## src/rtl/demux_striping_nlane_if.sv

```systemverilog
`default_nettype none
// ============================================================================
// Module  : demux_striping_nlane_if
// Brief   : Source-side word port and per-lane output handshakes of the striper.
// Revision: 1.0 - initial release
// ============================================================================
interface demux_striping_nlane_if #(
    parameter int DATA_W    = 32,
    parameter int NUM_LANES = 4
);
    logic [DATA_W-1:0]           data_input;
    logic                        valid_in;
    logic                        ready_out;
    logic [NUM_LANES-1:0]        lane_en;
    logic                        realign;
    logic [NUM_LANES*DATA_W-1:0] lane_data;
    logic [NUM_LANES-1:0]        lane_valid;
    logic [NUM_LANES-1:0]        lane_ready;
    logic [NUM_LANES-1:0]        active_mask;

    modport master (
        output data_input, valid_in, lane_en, realign, lane_ready,
        input  ready_out, lane_data, lane_valid, active_mask
    );

    modport slave (
        input  data_input, valid_in, lane_en, realign, lane_ready,
        output ready_out, lane_data, lane_valid, active_mask
    );
endinterface
`default_nettype wire

```

## src/rtl/demux_striping_nlane.sv

```systemverilog
`default_nettype none
// ============================================================================
// Module  : demux_striping_nlane
// Brief   : Round-robin word striper over NUM_LANES lanes, each with a
//           show-ahead DEPTH-entry FIFO and a runtime lane-enable mask.
// Revision: 1.0 - initial release
// ============================================================================
module demux_striping_nlane #(
    parameter int DATA_W    = 32,
    parameter int NUM_LANES = 4,
    parameter int DEPTH     = 4
) (
    input  wire logic              clk_2f,
    input  wire logic              reset_L,
    demux_striping_nlane_if.slave  bus
);
    localparam int c_AW = $clog2(DEPTH);
    localparam int c_PW = $clog2(NUM_LANES);

    logic [c_PW-1:0]      r_ptr;
    logic [c_PW-1:0]      w_next_ptr;
    logic [c_PW-1:0]      w_first_ptr;
    logic [c_PW-1:0]      w_idx;
    logic [NUM_LANES-1:0] r_mask;
    logic [NUM_LANES-1:0] w_new_mask;
    logic [NUM_LANES-1:0] w_full;
    logic [NUM_LANES-1:0] w_empty;
    logic [NUM_LANES-1:0] w_push_lane;
    logic                 w_push;

    // Push is gated purely by the target lane's full flag: no push-through on a
    // same-cycle pop, and no skipping to another lane.
    assign bus.ready_out   = reset_L && !bus.realign && !w_full[r_ptr];
    assign w_push          = bus.valid_in && bus.ready_out;
    assign bus.active_mask = r_mask;

    always_comb begin
        w_new_mask = bus.lane_en;
        if (bus.lane_en == '0) begin
            w_new_mask = {{(NUM_LANES-1){1'b0}}, 1'b1};
        end
    end

    // Descending scan so the nearest enabled lane above r_ptr wins.
    always_comb begin
        w_next_ptr = r_ptr;
        w_idx      = '0;
        for (int k = NUM_LANES - 1; k >= 1; k--) begin
            w_idx = c_PW'((int'(r_ptr) + k) % NUM_LANES);
            if (r_mask[w_idx]) begin
                w_next_ptr = w_idx;
            end
        end
    end

    always_comb begin
        w_first_ptr = '0;
        for (int k = NUM_LANES - 1; k >= 0; k--) begin
            if (w_new_mask[k]) begin
                w_first_ptr = c_PW'(k);
            end
        end
    end

    always_ff @(posedge clk_2f or negedge reset_L) begin
        if (!reset_L) begin
            r_ptr  <= '0;
            r_mask <= '1;
        end else if (bus.realign) begin
            r_mask <= w_new_mask;
            r_ptr  <= w_first_ptr;
        end else if (w_push) begin
            r_ptr  <= w_next_ptr;
        end
    end

    for (genvar i = 0; i < NUM_LANES; i++) begin : g_lane
        localparam logic [c_PW-1:0] c_IDX = c_PW'(i);

        logic [c_AW:0]       r_wr;
        logic [c_AW:0]       r_rd;
        logic [DATA_W-1:0]   r_mem [DEPTH];
        logic                w_pop;

        assign w_full[i]      = (r_wr[c_AW-1:0] == r_rd[c_AW-1:0]) && (r_wr[c_AW] != r_rd[c_AW]);
        assign w_empty[i]     = (r_wr == r_rd);
        assign w_push_lane[i] = w_push && (r_ptr == c_IDX);
        assign w_pop          = !w_empty[i] && bus.lane_ready[i];

        assign bus.lane_valid[i]                = !w_empty[i];
        assign bus.lane_data[i*DATA_W +: DATA_W] = w_empty[i] ? '0 : r_mem[r_rd[c_AW-1:0]];

        always_ff @(posedge clk_2f or negedge reset_L) begin
            if (!reset_L) begin
                r_wr <= '0;
                r_rd <= '0;
            end else begin
                if (w_push_lane[i]) begin
                    r_wr <= r_wr + (c_AW+1)'(1);
                end
                if (w_pop) begin
                    r_rd <= r_rd + (c_AW+1)'(1);
                end
            end
        end

        // Storage needs no reset: contents are only visible while non-empty.
        always_ff @(posedge clk_2f) begin
            if (w_push_lane[i]) begin
                r_mem[r_wr[c_AW-1:0]] <= bus.data_input;
            end
        end
    end
endmodule
`default_nettype wire

```

## src/flat_wrapper.sv

```systemverilog
// flat-port wrapper written by rule: the top's interface ports become plain ports
module demux_striping_nlane_flat 
#(
    parameter int DATA_W    = 32,
    parameter int NUM_LANES = 4,
    parameter int DEPTH     = 4
)
  (clk_2f, reset_L, bus_data_input, bus_valid_in, bus_lane_en, bus_realign, bus_lane_ready, bus_ready_out, bus_lane_data, bus_lane_valid, bus_active_mask);
  demux_striping_nlane_if #(.DATA_W(DATA_W), .NUM_LANES(NUM_LANES)) bus_i ();
  input  wire logic clk_2f;
  input  wire logic reset_L;
  input wire logic [$bits(bus_i.data_input)-1:0] bus_data_input;
  input wire logic [$bits(bus_i.valid_in)-1:0] bus_valid_in;
  input wire logic [$bits(bus_i.lane_en)-1:0] bus_lane_en;
  input wire logic [$bits(bus_i.realign)-1:0] bus_realign;
  input wire logic [$bits(bus_i.lane_ready)-1:0] bus_lane_ready;
  output wire logic [$bits(bus_i.ready_out)-1:0] bus_ready_out;
  output wire logic [$bits(bus_i.lane_data)-1:0] bus_lane_data;
  output wire logic [$bits(bus_i.lane_valid)-1:0] bus_lane_valid;
  output wire logic [$bits(bus_i.active_mask)-1:0] bus_active_mask;
  assign bus_i.data_input = bus_data_input;
  assign bus_i.valid_in = bus_valid_in;
  assign bus_i.lane_en = bus_lane_en;
  assign bus_i.realign = bus_realign;
  assign bus_i.lane_ready = bus_lane_ready;
  assign bus_ready_out = bus_i.ready_out;
  assign bus_lane_data = bus_i.lane_data;
  assign bus_lane_valid = bus_i.lane_valid;
  assign bus_active_mask = bus_i.active_mask;
  demux_striping_nlane #(.DATA_W(DATA_W), .NUM_LANES(NUM_LANES), .DEPTH(DEPTH)) u_core (.clk_2f(clk_2f), .reset_L(reset_L), .bus(bus_i));
endmodule
```

## config.mk

```make
export PLATFORM = sky130hd
export DESIGN_NAME = demux_striping_nlane_flat
export DESIGN_NICKNAME = d
export VERILOG_FILES = /design/src/rtl/demux_striping_nlane_if.sv /design/src/rtl/demux_striping_nlane.sv /design/src/flat_wrapper.sv
export SDC_FILE = /design/constraint.sdc
export NUM_CORES = 1
export LEC_CHECK = 0
export CAP_MARGIN = 20
export CORE_ASPECT_RATIO = 2
export CORE_UTILIZATION = 52
export CTS_BUF_LIST = sky130_fd_sc_hd__clkbuf_4 sky130_fd_sc_hd__clkbuf_8 sky130_fd_sc_hd__clkbuf_16
export DETAILED_ROUTE_END_ITERATION = 10
export PLACE_DENSITY = 0.88
export SLEW_MARGIN = 10
export SYNTH_ARGS = -nofsm -noshare
export SYNTH_HDL_FRONTEND = slang
export SYNTH_SLANG_ARGS = --single-unit
```

## constraint.sdc

```tcl
create_clock -name clk_2f -period 2.9 [get_ports clk_2f]
set_clock_uncertainty 0.05 [all_clocks]
set_input_delay 0.58 -clock clk_2f [delete_from_list [all_inputs] [get_ports clk_2f]]
set_output_delay 0.58 -clock clk_2f [all_outputs]
set_load 0.05 [all_outputs]
```

==> impl_metrics.env, run 1 <==
export IMPL_setup_viol=23
export IMPL_h_tree_depth=2
export IMPL_synth_ff_type="edfxtp_1"
export IMPL_cap_violations=0
export IMPL_postRouteAntennaNets=0
export IMPL_cts_sinks=542
export IMPL_cts_tree="built"
export IMPL_routedWlPerCell_um=32.4
export IMPL_slew_viol_final=0
export IMPL_path_clk_slew_ps=70
export IMPL_synth_area_um2=21300
export IMPL_synth_yosys_seq_area_share_pct=75.8
export IMPL_syn2layout_area_growth_pct=22.8
export IMPL_worst_slew_pin_transition_ps=973
export IMPL_cp_start_kind="flop"
export IMPL_vias=11500
export IMPL_totalWireLength_um=59100
export IMPL_yosysTopAreaCell="edfxtp_1"
export IMPL_die_y_um=288
export IMPL_syn_nets=1076
export IMPL_synth_area_leaders="edfxtp_1 72%, mux4_2 14%, nor2b_1 3.8%"
export IMPL_min_period_ps=2960
export IMPL_cp_data_arrival_time_ps=2330
export IMPL_min_from="u_core.g_lane[3].r_wr[2]"
export IMPL_rows=104
export IMPL_worstReg2RegStart="u_core.g_lane[3].r_rd[0]"
export IMPL_route_detailed_drc=0
export IMPL_cp_required_ps=2270
export IMPL_die_area_um2=41800
export IMPL_placed_area_um2=24100
export IMPL_r2r_cells=7
export IMPL_r2r_end="u_core.g_lane[1].r_mem[0][23]"
export IMPL_cts_buffers=43
export IMPL_grt_ovfl_total=0
export IMPL_status="finished, violations left"
export IMPL_dr_pass1_iters=7
export IMPL_dp_hpwl_um=35500
export IMPL_gp_congestion=0.878
export IMPL_hp_class="flop to flop"
export IMPL_maxClockFrequency_mhz=338
export IMPL_ios=181
export IMPL_yosys_warnings=0
export IMPL_p_leak_nw=8.93
export IMPL_finalHoldViolations=0
export IMPL_layout_setup_ws_ps=-55.3
export IMPL_grt_usage_pct=27.4
export IMPL_whs_endpoint="u_core.g_lane[3].r_wr[2]"
export IMPL_end_kind="primary output"
export IMPL_synthArstFlopShare_pct=5.54
export IMPL_grt_pass1_wl_um=80600
export IMPL_final_util_pct=64.7
export IMPL_ys_ff_latch=542
export IMPL_drt_iter0_markers=1216
export IMPL_worst_slew_margin_rel_pct=34.9
export IMPL_multi_input_area_um2=5030
export IMPL_final_area_um2=26100
export IMPL_die_w_um=145
export IMPL_yosysTopAreaCellShare_pct=72.3
export IMPL_hold_depth=1
export IMPL_p_per_area_nw_per_um2=1210
export IMPL_drive_gt1_share_pct=37.8
export IMPL_nNetsFinal=1330
export IMPL_min_period_over_period_pct=102
export IMPL_vias_per_cell=6.31
export IMPL_initial_core_util_pct=52.7
export IMPL_synth_avg_cell_area_um2=21.1
export IMPL_path_class="flop to primary output"
export IMPL_regArea_um2=16100
export IMPL_io_buffers=180
export IMPL_violations="negative setup slack"
export IMPL_grt_pass1_vias=11700
export IMPL_worstPathMaxFanout=6
export IMPL_worstSkewPairLatency_ps=570
export IMPL_core_um2=40300
export IMPL_fillers=2548
export IMPL_syn_instance_count=1008
export IMPL_grt_start_max_net_pins=35
export IMPL_antenna_found_initial=1
export IMPL_cts_root_buf="clkbuf_16"
export IMPL_totalNegativeSetupSlack_ps=-310
export IMPL_clockBufferDepth=3
export IMPL_regToRegSetupSlack_ps=360
export IMPL_post_synth_top_count_cell="edfxtp_1"
export IMPL_ir_drop_v=0.00108
export IMPL_antenna_cells=0
export IMPL_synth_common_cells="512 x edfxtp_1, 129 x nor2b_1, 128 x mux4_2"
export IMPL_synth_edf_count=512
export IMPL_synth_distinct_cells=39
export IMPL_rsz0062_at_grt="true"
-- repair_timing --
| item | in CTS | in global routing |
|---|---|---|
| hold buffers | 0 | 0 |
| pin swaps | 0 | 1 |
| setup endpoints to repair | 73 | 79 |
| gates resized for setup | 34 | 37 |
| cloned | 2 | 3 |
| setup buffers | 0 | 7 |
-- stage by stage --
stage          hold slack, ps  cells  total power [mW]  setup WS (ps)
6_report                  463   1825              31.6          -55.3
4_1_cts                   446   1816              31.0          -23.9
3_5_place_dp              431   1736              24.0           23.7
2_1_floorplan             234   1008              19.2           80.9
3_3_place_gp              425   1736              23.8           60.2
5_1_grt                   463   1825              32.4          -73.3
-- cell usage in the layout, fill, tap and decap left out, types with 3 or more instances in the layout --
cell type,instances
nor2b_1,112
nor3b_4,4
clkinv_4,3
bufinv_16,10
ha_1,24
xnor2_1,13
buf_4,150
inv_1,18
clkinvlp_4,8
dfrtp_1,13
clkdlybuf4s50_1,47
xor2_1,7
nor3_1,4
mux2_1,4
inv_6,4
xor2_2,4
nor2b_2,17
clkinv_2,7
mux2_2,5
clkbuf_16,46
a21oi_1,6
edfxtp_1,512
nor2_1,9
nand3_1,4
and3_2,15
xnor2_2,3
o21ai_0,5
buf_12,32
mux4_2,128
nand2_1,14
dfstp_2,4
dfrtp_2,13
buf_6,23
-- power breakdown --
part	switching, mW	total [mW]	internal [mW]
clock network	2.86	6.56	3.69
registers	0.411	9.33	8.92
logic	10.2	15.7	5.55
total	13.4	31.6	18.2
-- layout make-up --
type | instances | share of cell area [%]
Tap cell | 530 | 2.54
Clock buffer | 45 | 4.20
Inverter | 18 | 0.259
Sequential cell | 542 | 61.8
Clock inverter | 33 | 1.76
Timing Repair Buffer | 258 | 10.2
Multi-Input combinational cell | 399 | 19.3
-- worst max path at each step --
stage / cells past startpoint / start / slack [ps] / to
floorplan: 8 / u_core.g_lane[3].r_rd[0] / 80 / u_core.g_lane[1].r_mem[1][0]
global placement: 7 / reset_L / 60 / u_core.g_lane[2].r_mem[0][24]
detailed placement: 7 / reset_L / 20 / u_core.g_lane[3].r_mem[2][28]
CTS: 4 / u_core.g_lane[2].r_rd[0] / -20 / bus_lane_data[83]
global route: 6 / u_core.g_lane[0].r_wr[0] / -70 / bus_ready_out
finish: 4 / u_core.g_lane[2].r_rd[0] / -60 / bus_lane_data[92]
-- metal layers --
metal,up-vias,track usage (%),share of wire [%]
met3,167,3.74,7.7
met4,2,14.4,5.6
met1,5994,31.7,33
li1,4523,-,-
met2,836,49.6,54
met5,-,0,0.022
-- registers in the layout (all words and copies together) (netlist names) --
register / count
u_core.bus.active_mask: 4
u_core.g_lane.r_mem: 512
u_core.g_lane.r_rd: 12
u_core.g_lane.r_wr: 12
u_core.r_ptr: 2
-- critical path: stages, from the launching register on --
cell and delay [ps]:
dfrtp_2 490, bufbuf_16 320, mux4_2 590, nor2b_1 170
buf_4 190
-- cell families (layout without fill, tap and decap cells) --
group	Yosys count	after routing	synth area share, %
AO/OA/AOI/OAI	23	23	0.841
XOR/XNOR	28	28	1.15
adder cells (fa/ha/maj)	24	24	1.41
buffers and inverters	67	354	1.45
flip-flops	542	542	75.8
multiplexers	138	138	14.1
AND/OR/NAND/NOR	186	186	5.25
(Power assumes the default switching activity.)
==> inputs of run 2 (changes only) <==
CTS_CLUSTER_SIZE = 24   (was default)
==> results of run 2 <==
Same layout as run 1: the final DEF is identical, and so are final timing and power.
==> inputs of run 3 (changes only) <==
PLACE_DENSITY = 0.76   (was 0.88)
==> impl_metrics.env, run 3 (synthesis gave the netlist of run 1 again) <==
export IMPL_rows=104
export IMPL_path_class="flop to primary output"
export IMPL_core_um2=40300
export IMPL_rsz0062_at_grt="true"
export IMPL_worst_slew_pin_transition_ps=881
export IMPL_hp_class="input pin to asynchronous set/reset pin"
export IMPL_layout_commonest_cell="edfxtp_1"
export IMPL_regArea_um2=16100
export IMPL_route_detailed_drc=0
export IMPL_status="finished, violations left"
export IMPL_p_leak_nw=9.28
export IMPL_min_period_over_period_pct=101
export IMPL_cts_sinks=542
export IMPL_cp_required_ps=2270
export IMPL_drt_iter0_markers=873
export IMPL_holdBufCountCts=0
export IMPL_grt_pass1_vias=11500
export IMPL_r2r_end="u_core.g_lane[3].r_wr[2]"
export IMPL_antenna_cells=0
export IMPL_drive_gt1_share_pct=39.9
export IMPL_worstReg2RegStart="u_core.g_lane[1].r_rd[0]"
export IMPL_die_y_um=288
export IMPL_die_area_um2=41800
export IMPL_clockBufferDepth=3
export IMPL_maxClockFrequency_mhz=342
export IMPL_p_per_area_nw_per_um2=1220
export IMPL_placed_area_um2=24300
export IMPL_die_w_um=145
export IMPL_cp_data_arrival_time_ps=2290
export IMPL_worst_slew_margin_rel_pct=41.1
export IMPL_crit_start="u_core.g_lane[1].r_rd[0]"
export IMPL_path_clk_slew_ps=70
export IMPL_vias_per_cell=5.97
export IMPL_antenna_found_initial=0
export IMPL_multi_input_area_um2=5110
export IMPL_cts_tree="built"
export IMPL_initial_core_util_pct=52.7
export IMPL_gp_congestion=0.807
export IMPL_totalWireLength_um=57800
export IMPL_cp_start_kind="flop"
export IMPL_cap_violations=0
export IMPL_grt_usage_pct=27.8
export IMPL_slew_viol_final=0
export IMPL_dp_slack_ps=44.9
export IMPL_dr_pass1_iters=5
export IMPL_routedWlPerCell_um=30.9
export IMPL_nNetsFinal=1374
export IMPL_grt_pass1_wl_um=80900
export IMPL_finalHoldViolations=0
export IMPL_largest_reg_flops=512
export IMPL_grt_ovfl_total=0
export IMPL_fillers=2565
export IMPL_min_period_ps=2920
export IMPL_layout_common_cells="512 x edfxtp_1, 137 x buf_4, 128 x mux4_2, 103 x nor2b_1, 53 x buf_6"
export IMPL_cts_root_buf="clkbuf_16"
export IMPL_postRouteAntennaNets=0
export IMPL_regToRegSetupSlack_ps=430
export IMPL_ios=181
export IMPL_syn2layout_area_growth_pct=26.0
export IMPL_layout_setup_ws_ps=-22.4
export IMPL_end_kind="primary output"
export IMPL_final_area_um2=26800
export IMPL_crit_path_end="bus_lane_data[46]"
export IMPL_worstPathMaxFanout=6
export IMPL_r2r_cells=8
export IMPL_grt_start_max_net_pins=35
export IMPL_ir_drop_v=0.000956
export IMPL_vias=11200
export IMPL_setup_viol=4
export IMPL_dp_hpwl_um=38000
export IMPL_violations="negative setup slack"
export IMPL_h_tree_depth=2
export IMPL_io_buffers=180
export IMPL_cts_buffers=43
export IMPL_worstSkewPairLatency_ps=560
-- run 3: changes by cell type in the layout (fill, tap and decap cells not counted), sizes merged --
cell	before	now
clkinv	11	14
inv	22	18
clkinvlp	8	4
buf	206	249
clkbuf	48	63
bufbuf	2	0
bufinv	10	4
-- run 3: metrics by stage --
stage               hold slack [ps]  std cells  utilization (%)  total power, mW  TNS, ps
floorplan                       234       1008                -             19.2        0
global placement                430       1756             60.3             24.5        0
detailed placement              431       1756             60.3             24.7        0
CTS                             415       1858             65.2             31.8     -811
global route                    446       1870             66.4             33.5     -473
finish                          438       1870             66.4             32.6    -62.5
-- run 3: cell type report --
| type | count | share of cell area [%] |
|---|---|---|
| Tap cell | 530 | 2.47 |
| Sequential cell | 542 | 60.2 |
| Timing Repair Buffer | 302 | 12.6 |
| Clock inverter | 22 | 0.803 |
| Inverter | 18 | 0.252 |
| Clock buffer | 57 | 4.56 |
| Multi-Input combinational cell | 399 | 19.1 |
-- run 3: repair_timing --
item	in CTS	in global routing
gates resized for setup	65	81
setup buffers	18	16
pin swaps	2	4
endpoints found under the setup margin	52	69
cloned	6	7
hold endpoints to repair	0	0
-- run 3: per-layer routing --
layer	GRT usage, %	vias up	wire (µm)
met4	15.3	0	3150
met5	0	-	0
met1	30.5	5920	19200
met3	3.03	108	2910
met2	52.2	532	32600
li1	-	4602	-
-- run 3: worst min-delay path by stage --
| stage | cells past startpoint | startpoint | slack (ps) | to |
|---|---|---|---|---|
| global placement | 1 | u_core.g_lane[1].r_wr[2] | 430 | u_core.g_lane[1].r_wr[2] |
| detailed placement | 1 | u_core.g_lane[1].r_wr[2] | 430 | u_core.g_lane[1].r_wr[2] |
| floorplan | 0 | reset_L | 230 | u_core.g_lane[0].r_rd[0] |
| finish | 2 | reset_L | 440 | u_core.g_lane[1].r_rd[2] |
| global route | 2 | reset_L | 450 | u_core.r_ptr[1] |
| CTS | 2 | reset_L | 410 | u_core.g_lane[1].r_rd[2] |
-- run 3: critical path, cell delays in order (launching register included) --
cell     delay, ps
dfrtp_2        420
buf_12         150
xor2_4         200
nor3b_4        220
buf_6          190
buf_12         170
nor2b_2         70
buf_4          150
buf_6          150
-- run 3: where the power goes --
part	total, mW	internal (mW)	switching, mW	leakage [nW]
clock network	6.00	3.34	2.66	0.708
logic	17.3	6.57	10.8	3.62
registers	9.27	8.92	0.352	4.96
